<file path="config.mk">
export PLATFORM = sky130hd
export DESIGN_NAME = oam_dma
export DESIGN_NICKNAME = d
export VERILOG_FILES = /design/src/rtl/video_types_pkg.sv /design/src/rtl/oam_dma.sv
export SDC_FILE = /design/constraint.sdc
export NUM_CORES = 1
export LEC_CHECK = 0
export BUFFER_PORTS_ARGS = -buffer_cell sky130_fd_sc_hd__buf_2
export CAP_MARGIN = 10
export CORE_MARGIN = 1.5
export CORE_UTILIZATION = 45
export DETAILED_ROUTE_END_ITERATION = 10
export PLACE_DENSITY = 0.8
export SLEW_MARGIN = 20
export SYNTH_ARGS = -nofsm -noshare
export SYNTH_HDL_FRONTEND = slang
export SYNTH_SLANG_ARGS = --single-unit
</file>
<file path="constraint.sdc">
create_clock -name clk -period 2.2 [get_ports clk]
set_input_delay 0.22 -clock clk [delete_from_list [all_inputs] [get_ports clk]]
set_output_delay 0.22 -clock clk [all_outputs]
set_load 0.05 [all_outputs]
</file>
<file path="src/rtl/video_types_pkg.sv">
// Shared video-subsystem types and constants: OAM geometry, the DMA register
// address, and the OAM DMA state encoding.
package video_types;

    localparam logic [15:0] DMA_REG_ADDR = 16'hFF46;
    localparam logic [15:0] OAM_BASE     = 16'hFE00;
    localparam int          OAM_LEN      = 160;

    typedef enum logic [1:0] {
        IDLE  = 2'd0,
        START = 2'd1,
        XFER  = 2'd2
    } dma_state_t;

    // Source pages E0-FF are the echo of C0-DF, so fold them back down.
    function automatic logic [7:0] echo_fold(input logic [7:0] hi);
        return (hi >= 8'hE0) ? (hi - 8'h20) : hi;
    endfunction

endpackage

</file>
<file path="src/rtl/oam_dma.sv">
// OAM DMA engine: a write to FF46 copies XFER_LEN bytes from page {src_hi,00}
// into OAM, one byte every CYCLES_PER_BYTE clocks, after a one-M-cycle start delay.
module oam_dma
    import video_types::*;
#(
    parameter int CYCLES_PER_BYTE = 4,
    parameter int XFER_LEN        = OAM_LEN
) (
    input  logic        clk,
    input  logic        reset_n,
    input  logic [15:0] cpu_addr,
    input  logic [7:0]  cpu_wdata,
    input  logic        cpu_wr,
    output logic [7:0]  cpu_rdata,
    output logic [15:0] dma_addr,
    output logic        dma_rd,
    input  logic [7:0]  dma_rdata,
    output logic [7:0]  oam_addr,
    output logic [7:0]  oam_wdata,
    output logic        oam_we,
    output logic        dma_active
);

    localparam int             PW     = (CYCLES_PER_BYTE > 1) ? $clog2(CYCLES_PER_BYTE) : 1;
    localparam logic [PW-1:0]  P_LAST = PW'(CYCLES_PER_BYTE - 1);
    localparam logic [PW-1:0]  P_ONE  = PW'(1);
    localparam logic [7:0]     I_LAST = 8'(XFER_LEN - 1);

    dma_state_t    state, state_nxt;
    logic [PW-1:0] phase, phase_nxt;
    logic [7:0]    idx, idx_nxt;
    logic [7:0]    src_hi;
    logic          ready;
    logic          reg_wr;
    logic [15:0]   dma_addr_q;
    logic [7:0]    oam_addr_q;
    logic [7:0]    oam_wdata_q;

    // A register write only counts once the block has seen one clock out of reset.
    assign reg_wr = ready && cpu_wr && (cpu_addr == DMA_REG_ADDR);

    // Reset-release qualifier: writes are ignored on the first edge after reset.
    // NOTE: sequential state uses <= so every flop samples pre-edge values.
    always_ff @(posedge clk or negedge reset_n) begin
        if (!reset_n) ready <= 1'b0;
        else          ready <= 1'b1;
    end

    // DMA source register, readable by the CPU at all times.
    always_ff @(posedge clk or negedge reset_n) begin
        if (!reset_n)    src_hi <= 8'h00;
        else if (reg_wr) src_hi <= cpu_wdata;
    end

    // State, phase and byte-index registers.
    always_ff @(posedge clk or negedge reset_n) begin
        if (!reset_n) begin
            state <= IDLE;
            phase <= '0;
            idx   <= '0;
        end else begin
            state <= state_nxt;
            phase <= phase_nxt;
            idx   <= idx_nxt;
        end
    end

    // Next-state logic: a register write always (re)starts from START.
    always_comb begin
        // NOTE: defaults first so no path leaves a variable unassigned (no latches).
        state_nxt = state;
        phase_nxt = phase;
        idx_nxt   = idx;
        if (reg_wr) begin
            state_nxt = START;
            phase_nxt = '0;
            idx_nxt   = '0;
        end else begin
            unique case (state)
                IDLE: ;
                START: begin
                    if (phase == P_LAST) begin
                        state_nxt = XFER;
                        phase_nxt = '0;
                    end else begin
                        phase_nxt = phase + P_ONE;
                    end
                end
                XFER: begin
                    if (phase == P_ONE && idx == I_LAST) begin
                        state_nxt = IDLE;
                        phase_nxt = '0;
                        idx_nxt   = '0;
                    end else if (phase == P_LAST) begin
                        phase_nxt = '0;
                        idx_nxt   = idx + 8'd1;
                    end else begin
                        phase_nxt = phase + P_ONE;
                    end
                end
                default: begin
                    state_nxt = IDLE;
                    phase_nxt = '0;
                    idx_nxt   = '0;
                end
            endcase
        end
    end

    assign dma_rd     = (state == XFER) && (phase == '0);
    assign oam_we     = (state == XFER) && (phase == P_ONE);
    assign dma_active = (state != IDLE);
    assign cpu_rdata  = src_hi;

    // Address/data buses show the live value during their strobe and hold it afterwards.
    assign dma_addr  = dma_rd ? {echo_fold(src_hi), idx} : dma_addr_q;
    assign oam_addr  = oam_we ? idx : oam_addr_q;
    assign oam_wdata = oam_we ? dma_rdata : oam_wdata_q;

    // Hold registers that keep the bus values stable between strobes.
    always_ff @(posedge clk or negedge reset_n) begin
        if (!reset_n) begin
            dma_addr_q  <= 16'h0000;
            oam_addr_q  <= 8'h00;
            oam_wdata_q <= 8'h00;
        end else begin
            if (dma_rd) dma_addr_q <= dma_addr;
            if (oam_we) begin
                oam_addr_q  <= oam_addr;
                oam_wdata_q <= oam_wdata;
            end
        end
    end

endmodule

</file>
## Word level (Yosys, flattened, before mapping)

Cells that the tools add are included.
Widths: inputs -> output; s select.

- Bits in read-only memories: 0
- Memories kept: 0
- RAM bits: 0
- Latch bits: 0
- Register bits: 53

- Divide/modulo/power cells: 0
- Muxes and demuxes: 16
- Bitwise gates (word level): 0
- Order comparisons: 1
- Add/sub/neg operators: 3
- Eq/ne operators: 11
- Reduce and logical (&&, ||, !) cells: 11
- Shift operators: 0
- Multipliers: 0

Operators with widths:

| kind | number |
|---|---|
| $mux 8 | 6 |
| $eq 16x16->1 const B | 1 |
| $mux 16 | 1 |
| $pmux 8 s2 | 1 |
| $mux 2 | 6 |
| $pmux 2 s3 | 2 |
| $add 8x1->8 const B | 1 |
| $eq 8x8->1 const B | 1 |
| $ge 8x8->1 const B | 1 |
| $sub 8x6->8 const B | 1 |
| $ne 3x3->1 const B | 2 |
| $logic_and 1x1->1 | 5 |
| $eq 2x1->1 const B | 2 |
| $eq 2x2->1 const B | 2 |
| $logic_not 2->1 | 2 |
| $ne 4x4->1 const B | 1 |
| $reduce_and 3->1 | 1 |
| $add 2x1->2 const B | 1 |
| $ne 2x1->1 const B | 1 |
| $ne 2x2->1 const B | 1 |
| $reduce_and 2->1 | 1 |
| $reduce_bool 2->1 | 1 |
| $reduce_or 2->1 | 1 |

## Logic depth before layout (Yosys ltp)

Gate-level depths: netlist (run 1).

- Depth after elaboration: 5
- Mapped depth: 7
- Gate-level depth less buffers: 6

## Least setup slack after synthesis (run 1)

OpenSTA, ideal clock, no wires.

- Path type: reg2out
- Start point: reg src_hi[5] (netlist: cpu_rdata[5])
- End point: out dma_addr[14]
- Buffers on the path: 0
- Data required time: 1980 ps
- Path slack: -311 ps
- Data arrival time: 2291 ps
- Stages on the path, launching flop included: 6
- Cells stage by stage: dfrtp_1 inv_1 ha_1 nand3_1 nand2_1 o21ai_0

- Cells in the longest elaborated chain, start to end: 3
- Elaborated cells between the ends (all ways): 4
- Classes of those cells: add/sub: 1; order compare: 1; mux: 2

Ends and longest elaborated chain:

| element | RTL line | source |
|---|---|---|
| start: declaration | oam_dma.sv:32 | `logic [7:0] src_hi;` |
| start signal: assignment | oam_dma.sv:52 | `else if (reg_wr) src_hi <= cpu_wdata;` |
| $sub 8x6->8 or $ge 8x8->1 (tied branches) | video_types_pkg.sv:17 | `return (hi >= 8'hE0) ? (hi - 8'h20) : hi;` |
| $mux 8 * | video_types_pkg.sv:17 |  |
| $mux 16 * | oam_dma.sv:116 | `assign dma_addr = dma_rd ? {echo_fold(src_hi), idx} : dma_addr_q;` |
| end: declaration | oam_dma.sv:15 | `output logic [15:0] dma_addr,` |

Every way passes the cells marked *; elsewhere a longest branch is shown, timed or not.

## Worst setup path in the final report (run 1)

- Start point: reg state[0]
- End point: out dma_addr[7]

- Cells in the longest elaborated chain, start to end: 3

Ends and longest elaborated chain:

| element | RTL line | source |
|---|---|---|
| start: declaration | oam_dma.sv:29 | `dma_state_t state, state_nxt;` |
| start signal: assignment | oam_dma.sv:62 | `state <= state_nxt;` |
| $eq 2x2->1 | oam_dma.sv:110 | `assign dma_rd = (state == XFER) && (phase == '0);` |
| $logic_and 1x1->1 | oam_dma.sv:110 |  |
| $mux 16 | oam_dma.sv:116 |  |

Every way passes these cells.

==> reports/qor.csv, run 1 <==
stage,metric,value,unit
yosys,synth_seq_cells,53,
timing,fin_tns_setup,0,ns
drt,top_layer,met4,
critical_path,setup.worst_path.start_class,register,
critical_path,arrival,1.87,ns
hold_path,hold_path.class,primary input to asynchronous set/reset pin,
yosys,syn-num-nets,277,
yosys,syn_inst,234,
grt,grtUsageTotal,16.5,%
layout,mostFrequentLayoutCell,buf_2,
place,gp_congestion,0.810,
layout,design_area,3370,um2
clock_network,cts_hold_buffers,0,
layout,fillers,502,
grt,grt_max_degree,54,
run_status,status,"finished, final reports clean",
timing,slew_viol_final,0,
flow_run,maxCapViolations,0,
floorplan,chipHeight,82.0,um
floorplan,ios,78,
drt,vias,2046,
timing,period_needed,2.09,ns
clock_network,clock-sinks,53,
layout,multi_input_area,1380,um2
timing,hold_violations,0,
clock_network,clockBufferDepth,2,
timing,rsz0062_at_grt,no,
yosys,synth_top_family_by_area,multiplexers,
drt,wl_met2,2740,um
drt,firstDrtPassIters,4,
yosys,ys_async_sr_fraction,100,%
place,dp_hpwl,3790,um
clock_network,insertion_delay,0.30,ns
grt,grt_pass1_wl,8490,um
drt,remaining_drc_errors,0,
yosys,synth_adder_area_share,3.57,%
clock_network,clk_pin_slew,0.09,ns
drt,met3_length,280,um
drt,postRouteAntennaNets,0,
timing,worst_pin_slew,0.644,ns
critical_path,endpoint_kind,output pin,
drt,wl,5350,um
drt,first_iter_violations,102,
floorplan,coreArea,5960,um2
layout,fin_nets,351,
yosys,synthDistinctLibCells,38,
yosys,avgSynthCellArea,12.0,um2
timing,fin_skew,0.00807,ns
clock_network,numCtsBuffers,5,
power_and_ir_drop,vdd_drop_max,0.648,mV
grt,grt_pass1_vias,1927,
floorplan,dieArea,6720,um2
layout,final-seq-area,1330,um2
floorplan,start_util,47.1,%
layout,layout-drive-gt1-share,48.2,%
clock_network,cts_resized,1,
critical_path,cp_max_fo,36,
grt,antenna_found_initial,0,
timing,setup_viol,0,
yosys,synth_compound_area_share,8.43,%
yosys,yosys_warnings,0,
power_and_ir_drop,p_leak,1.72,nW
yosys,synthesis.area,2810,um2
timing,finalCritPeriodShare,95.0,%
critical_path,path_class,register to output pin,
layout,areaGrowthSynthToFinish,20.2,%
clock_network,htreeDepth,2,
critical_path,critPathRequiredTime,1.98,ns
layout,diodes,0,
yosys,synth_sequential_area_ratio,47.3,%
power_and_ir_drop,power_density,956,nW/um2
yosys,synth-simple-area-share,9.46,%
floorplan,std_cell_rows,28,
drt,vias_per_cell,5.33,
grt,grt_overflow,0,
yosys,muxShareOfSynthArea,26.9,%
yosys,ys.flop_type,dfrtp_1,
timing,slew_headroom,57.0,%
timing,fmax,479,MHz
place,place_area,3270,um2
clock_network,root_buffer,clkbuf_8,
yosys,synth-edff-count,0,
place,portBuffers,77,
yosys,synth_xor_area_share,0,%
power_and_ir_drop,p_total,3.22,mW
clock_network,cts_setup_buffers,0,
clock_network,cts_tree,done,
floorplan,die_x,82.0,um
layout,most-common-layout-cells,"buf_2 (77), dfrtp_1 (52), mux2_2 (51), nand2_1 (16), mux2_1 (16)",
drt,post_drt_wl_per_cell,13.9,um
drt,m1WireLength,2280,um
synthesized netlist by cell type (all sizes together), types with 2 or more instances:
library cell	number	share of area, %
nand4	4	0.89
clkbuf	3	0.40
nor2	7	0.94
inv	10	1.3
mux2	67	27
nand3	5	0.89
nand2	16	2.1
o2111ai	3	0.94
o31ai	2	0.54
nor3	2	0.36
nor4	2	0.67
o21ai	9	1.6
a31oi	6	1.3
and4	2	0.71
a311oi	3	0.94
ha	8	3.6
buf	12	2.5
dfrtp	53	47
a21oi	6	1.1
worst max-delay path, stage by stage, from the launching register on:
cell	delay, ns
dfrtp_1	0.39
inv_1	0.14
ha_4	0.20
nand2_1	0.09
buf_12	0.18
mux2_1	0.34
buf_2	0.22
metal layers:
metal / track usage [%] / vias to the layer above
met5: 0 / -
met4: 6.61 / 0
met3: 4.00 / 6
met2: 29.3 / 58
met1: 18.8 / 987
li1: - / 995
stage by stage:
| step | setup WS, ns | hold slack [ns] | std cells | util [%] |
|---|---|---|---|---|
| after global placement | 0.385 | 0.377 | 376 | 55.0 |
| after CTS | 0.0488 | 0.0505 | 384 | 56.4 |
| after floorplan | -0.242 | -0.0756 | 234 | - |
| after global routing | 0.00329 | 0.0848 | 384 | 56.6 |
| after detailed placement | 0.322 | 0.383 | 376 | 55.0 |
| final | 0.111 | 0.0177 | 384 | 56.6 |
sequential cells by signal, summed over array words and instances (netlist names):
| name | count |
|---|---|
| oam_addr_q | 8 |
| idx | 8 |
| dma_addr_q | 16 |
| state | 2 |
| phase | 2 |
| cpu_rdata | 8 |
| oam_wdata_q | 8 |
| ready | 1 |
layout make-up:
class,instances,share of cell area [%]
clock inverter,1,0.223
multi-input combinational,156,41.0
inverter,10,1.11
clock buffer,7,2.26
tap,75,2.78
timing repair buffer,82,13.3
sequential,53,39.4
worst paths after layout:
check | from | end | slack [ns] | depth (start not counted)
max in group asynchronous | reset_n | phase[0] | 1.70 | 2
min in group clk | cpu_wdata[7] | cpu_rdata[7] | 0.13 | 2
hold / removal | reset_n | oam_wdata_q[1] | 0.02 | 2
setup / recovery | state[0] | dma_addr[7] | 0.11 | 6
setup reg to reg | idx[0] | idx[7] | 0.32 | 5
hold reg to reg | dma_addr_q[15] | dma_addr_q[15] | 0.49 | 2
report_power, final:
group	switching [mW]	internal (mW)	leakage, nW
clock network	0.296	0.226	0.0385
registers	0.111	1.13	0.710
logic	0.956	0.508	0.972
logic make-up (layout without fill, tap and decap cells):
group / Yosys count / count (layout)
AOI/OAI and AO/OA: 34 / 34
adders and majority gates: 8 / 8
buffers and inverters: 25 / 100
DFF: 53 / 53
muxes: 67 / 67
other: 1 / 1
and+or+nand+nor: 46 / 46
No activity file was read; power rests on OpenSTA's default activity.
==> inputs of run 2 (changes only) <==
--- a/config.mk
+++ b/config.mk
@@ -11,5 +11,5 @@
 export CORE_UTILIZATION = 45
 export DETAILED_ROUTE_END_ITERATION = 10
-export PLACE_DENSITY = 0.8
+export PLACE_DENSITY = 0.67
 export SLEW_MARGIN = 20
 export SYNTH_ARGS = -nofsm -noshare
==> constraint.sdc (replaced) <==
create_clock -name clk -period 2.4 [get_ports clk]
set_input_delay 0.6 -clock clk [delete_from_list [all_inputs] [get_ports clk]]
set_output_delay 0.6 -clock clk [all_outputs]
set_load 0.05 [all_outputs]
==> reports/qor.csv, run 2 (synthesis gave the netlist of run 1 again) <==
stage,metric,value,unit,change
run_status,status,"finished, final reports clean",,
timing,fin_skew,0.00566,ns,-0.00241 ns
floorplan,coreArea,5960,um2,unchanged
timing,slew_viol_final,0,,unchanged
drt,postRouteAntennaNets,0,,unchanged
critical_path,r2r-end,idx[0],,
clock_network,htreeDepth,2,,unchanged
drt,post_drt_wl_per_cell,15.0,um,+7.6%
layout,most-common-layout-cells,"dfrtp_1 (53), buf_2 (52), mux2_2 (48), buf_4 (25), mux2_1 (16)",,
hold_path,hold_path.class,primary input to asynchronous set/reset pin,,
critical_path,arrival,1.79,ns,-0.08 ns
timing,fin_tns_setup,0,ns,unchanged
drt,remaining_drc_errors,0,,unchanged
timing,finalCritPeriodShare,99.6,%,
place,gp_congestion,0.756,,-6.7%
floorplan,std_cell_rows,28,,unchanged
power_and_ir_drop,p_leak,1.92,nW,+11%
layout,mostFrequentLayoutCell,dfrtp_1,,
clock_network,clk_pin_slew,0.09,ns,about the same
floorplan,die_x,82.0,um,unchanged
floorplan,start_util,47.1,%,unchanged
clock_network,cts_hold_buffers,0,,unchanged
clock_network,insertion_delay,0.30,ns,about the same
clock_network,numCtsBuffers,5,,unchanged
timing,fmax,418,MHz,
critical_path,path_class,register to output pin,,
critical_path,r2r-start,state[0],,
layout,layout-drive-gt1-share,52.2,%,+4.0 points
layout,fillers,483,,-3.8%
power_and_ir_drop,vdd_drop_max,0.801,mV,+24%
drt,wl,5960,um,+11%
power_and_ir_drop,power_density,892,nW/um2,-6.7%
layout,diodes,0,,unchanged
critical_path,r2r_setup_slack,0.47,ns,+0.15 ns
clock_network,clock-sinks,53,,unchanged
timing,worst_pin_slew,0.593,ns,-0.0511 ns
timing,setup_ws,0.0102,ns,-0.101 ns
flow_run,maxCapViolations,0,,unchanged
grt,grt_overflow,0,,unchanged
clock_network,root_buffer,clkbuf_8,,
timing,slew_headroom,60.5,%,+3.4 points
critical_path,crit_start,state[0],,
grt,grt_pass1_wl,9320,um,+9.7%
floorplan,chipHeight,82.0,um,unchanged
layout,areaGrowthSynthToFinish,32.7,%,
critical_path,cp_max_fo,8,,-78%
drt,vias_per_cell,5.35,,+0.46%
layout,fin_nets,364,,+3.7%
clock_network,cts_tree,done,,
grt,grt_pass1_vias,2020,,+4.8%
critical_path,critPathRequiredTime,1.80,ns,-0.18 ns
critical_path,ff2ff_path_depth,6,,+1
layout,largest-register,dma_addr_q,,
timing,hold_violations,0,,unchanged
grt,grt_max_degree,30,,-44%
critical_path,crit_end,oam_addr[1],,
timing,period_needed,2.39,ns,
place,dpl.cell_count,380,,+1.1%
critical_path,setup.worst_path.start_class,register,,
layout,finalNonFillerCells,397,,+3.4%
clock_network,clockBufferDepth,2,,unchanged
place,portBuffers,77,,unchanged
place,post-place-ws,0.247,ns,-0.0748 ns
timing,setup_viol,0,,unchanged
grt,grtUsageTotal,18.3,%,+1.8 points
power_and_ir_drop,p_total,3.32,mW,+3.0%
critical_path,endpoint_kind,output pin,,
floorplan,ios,78,,unchanged
timing,rsz0062_at_grt,yes,,
floorplan,dieArea,6720,um2,unchanged
drt,first_iter_violations,67,,-34%
layout,largest_reg_flops,16,,unchanged
grt,antenna_found_initial,0,,unchanged
drt,vias,2125,,+3.9%
drt,firstDrtPassIters,4,,unchanged
place,dp_hpwl,3820,um,+0.58%
run 2: changes by cell type in the layout (fill, tap and decap cells not counted), moves of 3 or more:
cell,before,now
bufbuf_16,0,3
buf_2,77,52
buf_8,0,3
mux2_2,51,48
mux2_4,0,3
buf_6,0,8
buf_4,3,25
run 2: how the worst min path moves through the flow:
stage              startpoint        endpoint
6_report              reset_n   dma_addr_q[9]
2_1_floorplan         reset_n    cpu_rdata[0]
3_5_place_dp   dma_addr_q[13]  dma_addr_q[13]
4_1_cts               reset_n   dma_addr_q[9]
3_3_place_gp   dma_addr_q[13]  dma_addr_q[13]
5_1_grt               reset_n   dma_addr_q[9]
run 2: critical path, cell delays in order (launching register included):
cell and delay [ns]:
dfrtp_1 0.38, inv_2 0.07, ha_4 0.18, nand2_4 0.08, bufbuf_16 0.27, mux2_2 0.35
buf_6 0.15
run 2: final cells by class:
class / instances / area [um2] / share of cell area (%)
Timing Repair Buffer: 95 / 766 / 20.6
Clock buffer: 6 / 72.6 / 1.95
Inverter: 10 / 37.5 / 1.01
Tap cell: 75 / 93.8 / 2.52
Sequential cell: 53 / 1330 / 35.6
Clock inverter: 2 / 13.8 / 0.370
Multi-Input combinational cell: 156 / 1410 / 38.0
run 2: per-layer routing:
layer	global-route usage, %	up-vias	share of wire [%]	wire length [um]
met5	0	-	0	0
met4	5.08	0	1.2	70
met3	3.11	8	5.7	337
met2	32.7	73	50	3000
met1	22.7	1016	43	2550
li1	-	1028	-	-
run 2: what timing repair did:
action,CTS,global route
resized for setup,46,6
buffers inserted,5,0
cloned,3,1
setup endpoints to repair,29,25
pin swaps,3,1
run 2: per-stage QoR:
stage / area (um2) / utilization [%] / hold WS (ns)
finish: 3720 / 62.5 / 0.288
global route: 3720 / 62.5 / 0.319
CTS: 3680 / 61.8 / 0.306
detailed placement: 3320 / 55.8 / 0.469
global placement: 3320 / 55.8 / 0.456
floorplan: 2810 / - / 0.304
run 2: power breakdown:
part | leakage (nW) | switching, mW | internal [mW]
Combinational | 1.16 | 0.979 | 0.731
Clock | 0.0456 | 0.290 | 0.208
Sequential | 0.712 | 0.0801 | 1.03
Total | 1.92 | 1.35 | 1.97
==> inputs of run 3 (changes only) <==
CORE_ASPECT_RATIO = 1.1   (was not set)
PLACE_DENSITY = not set   (was 0.67)
PLACE_DENSITY_LB_ADDON = 0.15   (was not set)
==> reports/qor.csv, run 3 (synthesis gave the netlist of run 1 again) <==
stage,metric,value,unit,change
clock_network,root_buffer,clkbuf_8,,
place,post-place-ws,0.247,ns,-0.000218 ns
critical_path,r2r-end,idx[0],,
layout,areaGrowthSynthToFinish,33.9,%,
layout,diodes,0,,unchanged
drt,firstDrtPassIters,4,,unchanged
grt,antenna_found_initial,0,,unchanged
drt,post_drt_wl_per_cell,15.1,um,+0.92%
grt,grt_max_degree,22,,-27%
grt,grt_overflow,0,,unchanged
layout,most-common-layout-cells,"dfrtp_1 (53), mux2_2 (51), buf_2 (45), buf_4 (22), buf_6 (20)",,
floorplan,coreArea,5880,um2,-1.3%
clock_network,htreeDepth,2,,unchanged
timing,rsz0062_at_grt,no,,
critical_path,slowest_delay,0.40,ns,+0.02 ns
critical_path,cp_max_fo,8,,unchanged
critical_path,endpoint_kind,output pin,,
hold_path,hold_path.class,primary input to asynchronous set/reset pin,,
critical_path,r2r_setup_slack,0.48,ns,about the same
drt,remaining_drc_errors,0,,unchanged
grt,grtUsageTotal,18.7,%,+0.40 points
timing,whs,0.217,ns,-0.0711 ns
clock_network,insertion_delay,0.31,ns,about the same
timing,setup_ws,0.0647,ns,+0.0545 ns
layout,mostFrequentLayoutCell,dfrtp_1,,
clock_network,numCtsBuffers,5,,unchanged
critical_path,arrival,1.74,ns,-0.05 ns
critical_path,path_class,register to output pin,,
timing,setup_viol,0,,unchanged
place,dp_hpwl,3850,um,+0.88%
run_status,status,"finished, final reports clean",,
floorplan,chipHeight,85.8,um,+4.7%
timing,fmax,428,MHz,+2.3%
critical_path,setup.worst_path.start_class,register,,
critical_path,ff2ff_path_depth,6,,unchanged
floorplan,ios,78,,unchanged
layout,fillers,487,,+0.83%
layout,largest_reg_flops,16,,unchanged
drt,postRouteAntennaNets,0,,unchanged
power_and_ir_drop,power_density,896,nW/um2,+0.49%
timing,hold_violations,0,,unchanged
clock_network,clock-sinks,53,,unchanged
drt,wl,6040,um,+1.4%
timing,finalCritPeriodShare,97.3,%,-2.3 points
floorplan,std_cell_rows,29,,+3.6%
layout,fin_nets,364,,unchanged
critical_path,worst_path_max_delay_cell,dfrtp_1,,
flow_run,maxCapViolations,0,,unchanged
critical_path,r2r-start,state[0],,
clock_network,clockBufferDepth,2,,unchanged
layout,layout-drive-gt1-share,52.5,%,+0.31 points
timing,slew_viol_final,0,,unchanged
place,portBuffers,77,,unchanged
critical_path,path_cells,inv_1 > ha_2 > nand2_4 > clkbuf_16 > mux2_2 > buf_6,,
power_and_ir_drop,p_leak,1.90,nW,-1.0%
clock_network,cts_tree,done,,
grt,grt_pass1_vias,2094,,+3.7%
timing,fin_skew,0.00657,ns,+0.000910 ns
clock_network,clk_pin_slew,0.09,ns,about the same
drt,vias,2187,,+2.9%
place,gp_congestion,0.821,,+8.6%
drt,vias_per_cell,5.48,,+2.4%
critical_path,critPathRequiredTime,1.80,ns,about the same
floorplan,start_util,47.7,%,+0.62 points
layout,largest-register,dma_addr_q,,
floorplan,die_x,78.3,um,-4.5%
floorplan,dieArea,6720,um2,about the same
drt,first_iter_violations,60,,-10%
timing,period_needed,2.34,ns,-0.0545 ns
grt,grt_pass1_wl,9780,um,+4.9%
power_and_ir_drop,vdd_drop_max,0.562,mV,-30%
[run 3: worst max-delay path, delay by kind of cell (launching register included)]
kind / cells / cell delay, ns
muxes: 1 / 0.35
DFF: 1 / 0.40
buffers and inverters: 3 / 0.38
and+or+nand+nor: 1 / 0.11
adders and majority gates: 1 / 0.19
[run 3: worst max path at each step]
stage,startpoint,to,slack (ns),depth (start not counted)
3_3_place_gp,phase[0],oam_addr[7],0.26,5
2_1_floorplan,state[0],dma_addr[13],-0.06,6
3_5_place_dp,cpu_addr[0],cpu_rdata[1],0.25,6
5_1_grt,phase[1],oam_addr[2],0.001,6
6_report,phase[0],dma_addr[10],0.06,6
4_1_cts,phase[0],dma_addr[11],-0.006,6
[run 3: area by class of cell]
class / instances / area (um2) / share of cell area, %
inverters: 10 / 37.5 / 0.999
repair buffers: 95 / 796 / 21.2
flip-flops and latches: 53 / 1330 / 35.3
clock buffers: 6 / 82.6 / 2.20
well taps: 77 / 96.3 / 2.56
clock inverters: 2 / 13.8 / 0.366
multi-input cells: 156 / 1410 / 37.4
[run 3: where the power goes]
part,internal [mW],switching (mW)
clock,0.234,0.294
combinational,0.745,0.973
sequential,1.03,0.0890
[run 3: timing repair]
item / CTS / global route
endpoints found under the setup margin: 29 / 25
setup buffers: 5 / 1
hold buffers: 0 / 0
cloned: 3 / 1
pin swaps: 1 / 3
endpoints found under the hold margin: 0 / 0
resized for setup: 43 / 22
[run 3: through the flow]
step / instance area (um2) / instances / util (%) / power [mW] / setup TNS [ns]
after floorplan: 2810 / 234 / - / 2.18 / -0.118
after global placement: 3300 / 381 / 56.2 / 2.48 / 0
after detailed placement: 3300 / 381 / 56.2 / 2.51 / 0
after CTS: 3650 / 397 / 62.1 / 3.27 / -0.00643
after global routing: 3760 / 399 / 63.9 / 3.54 / 0
final: 3760 / 399 / 63.9 / 3.37 / 0
[run 3: routing by layer]
metal	track usage (%)	vias up	wire (um)
li1	-	1035	-
met1	22.4	1079	2590
met2	33.6	65	3080
met3	3.62	8	292
met4	6.49	0	76
met5	0	-	0
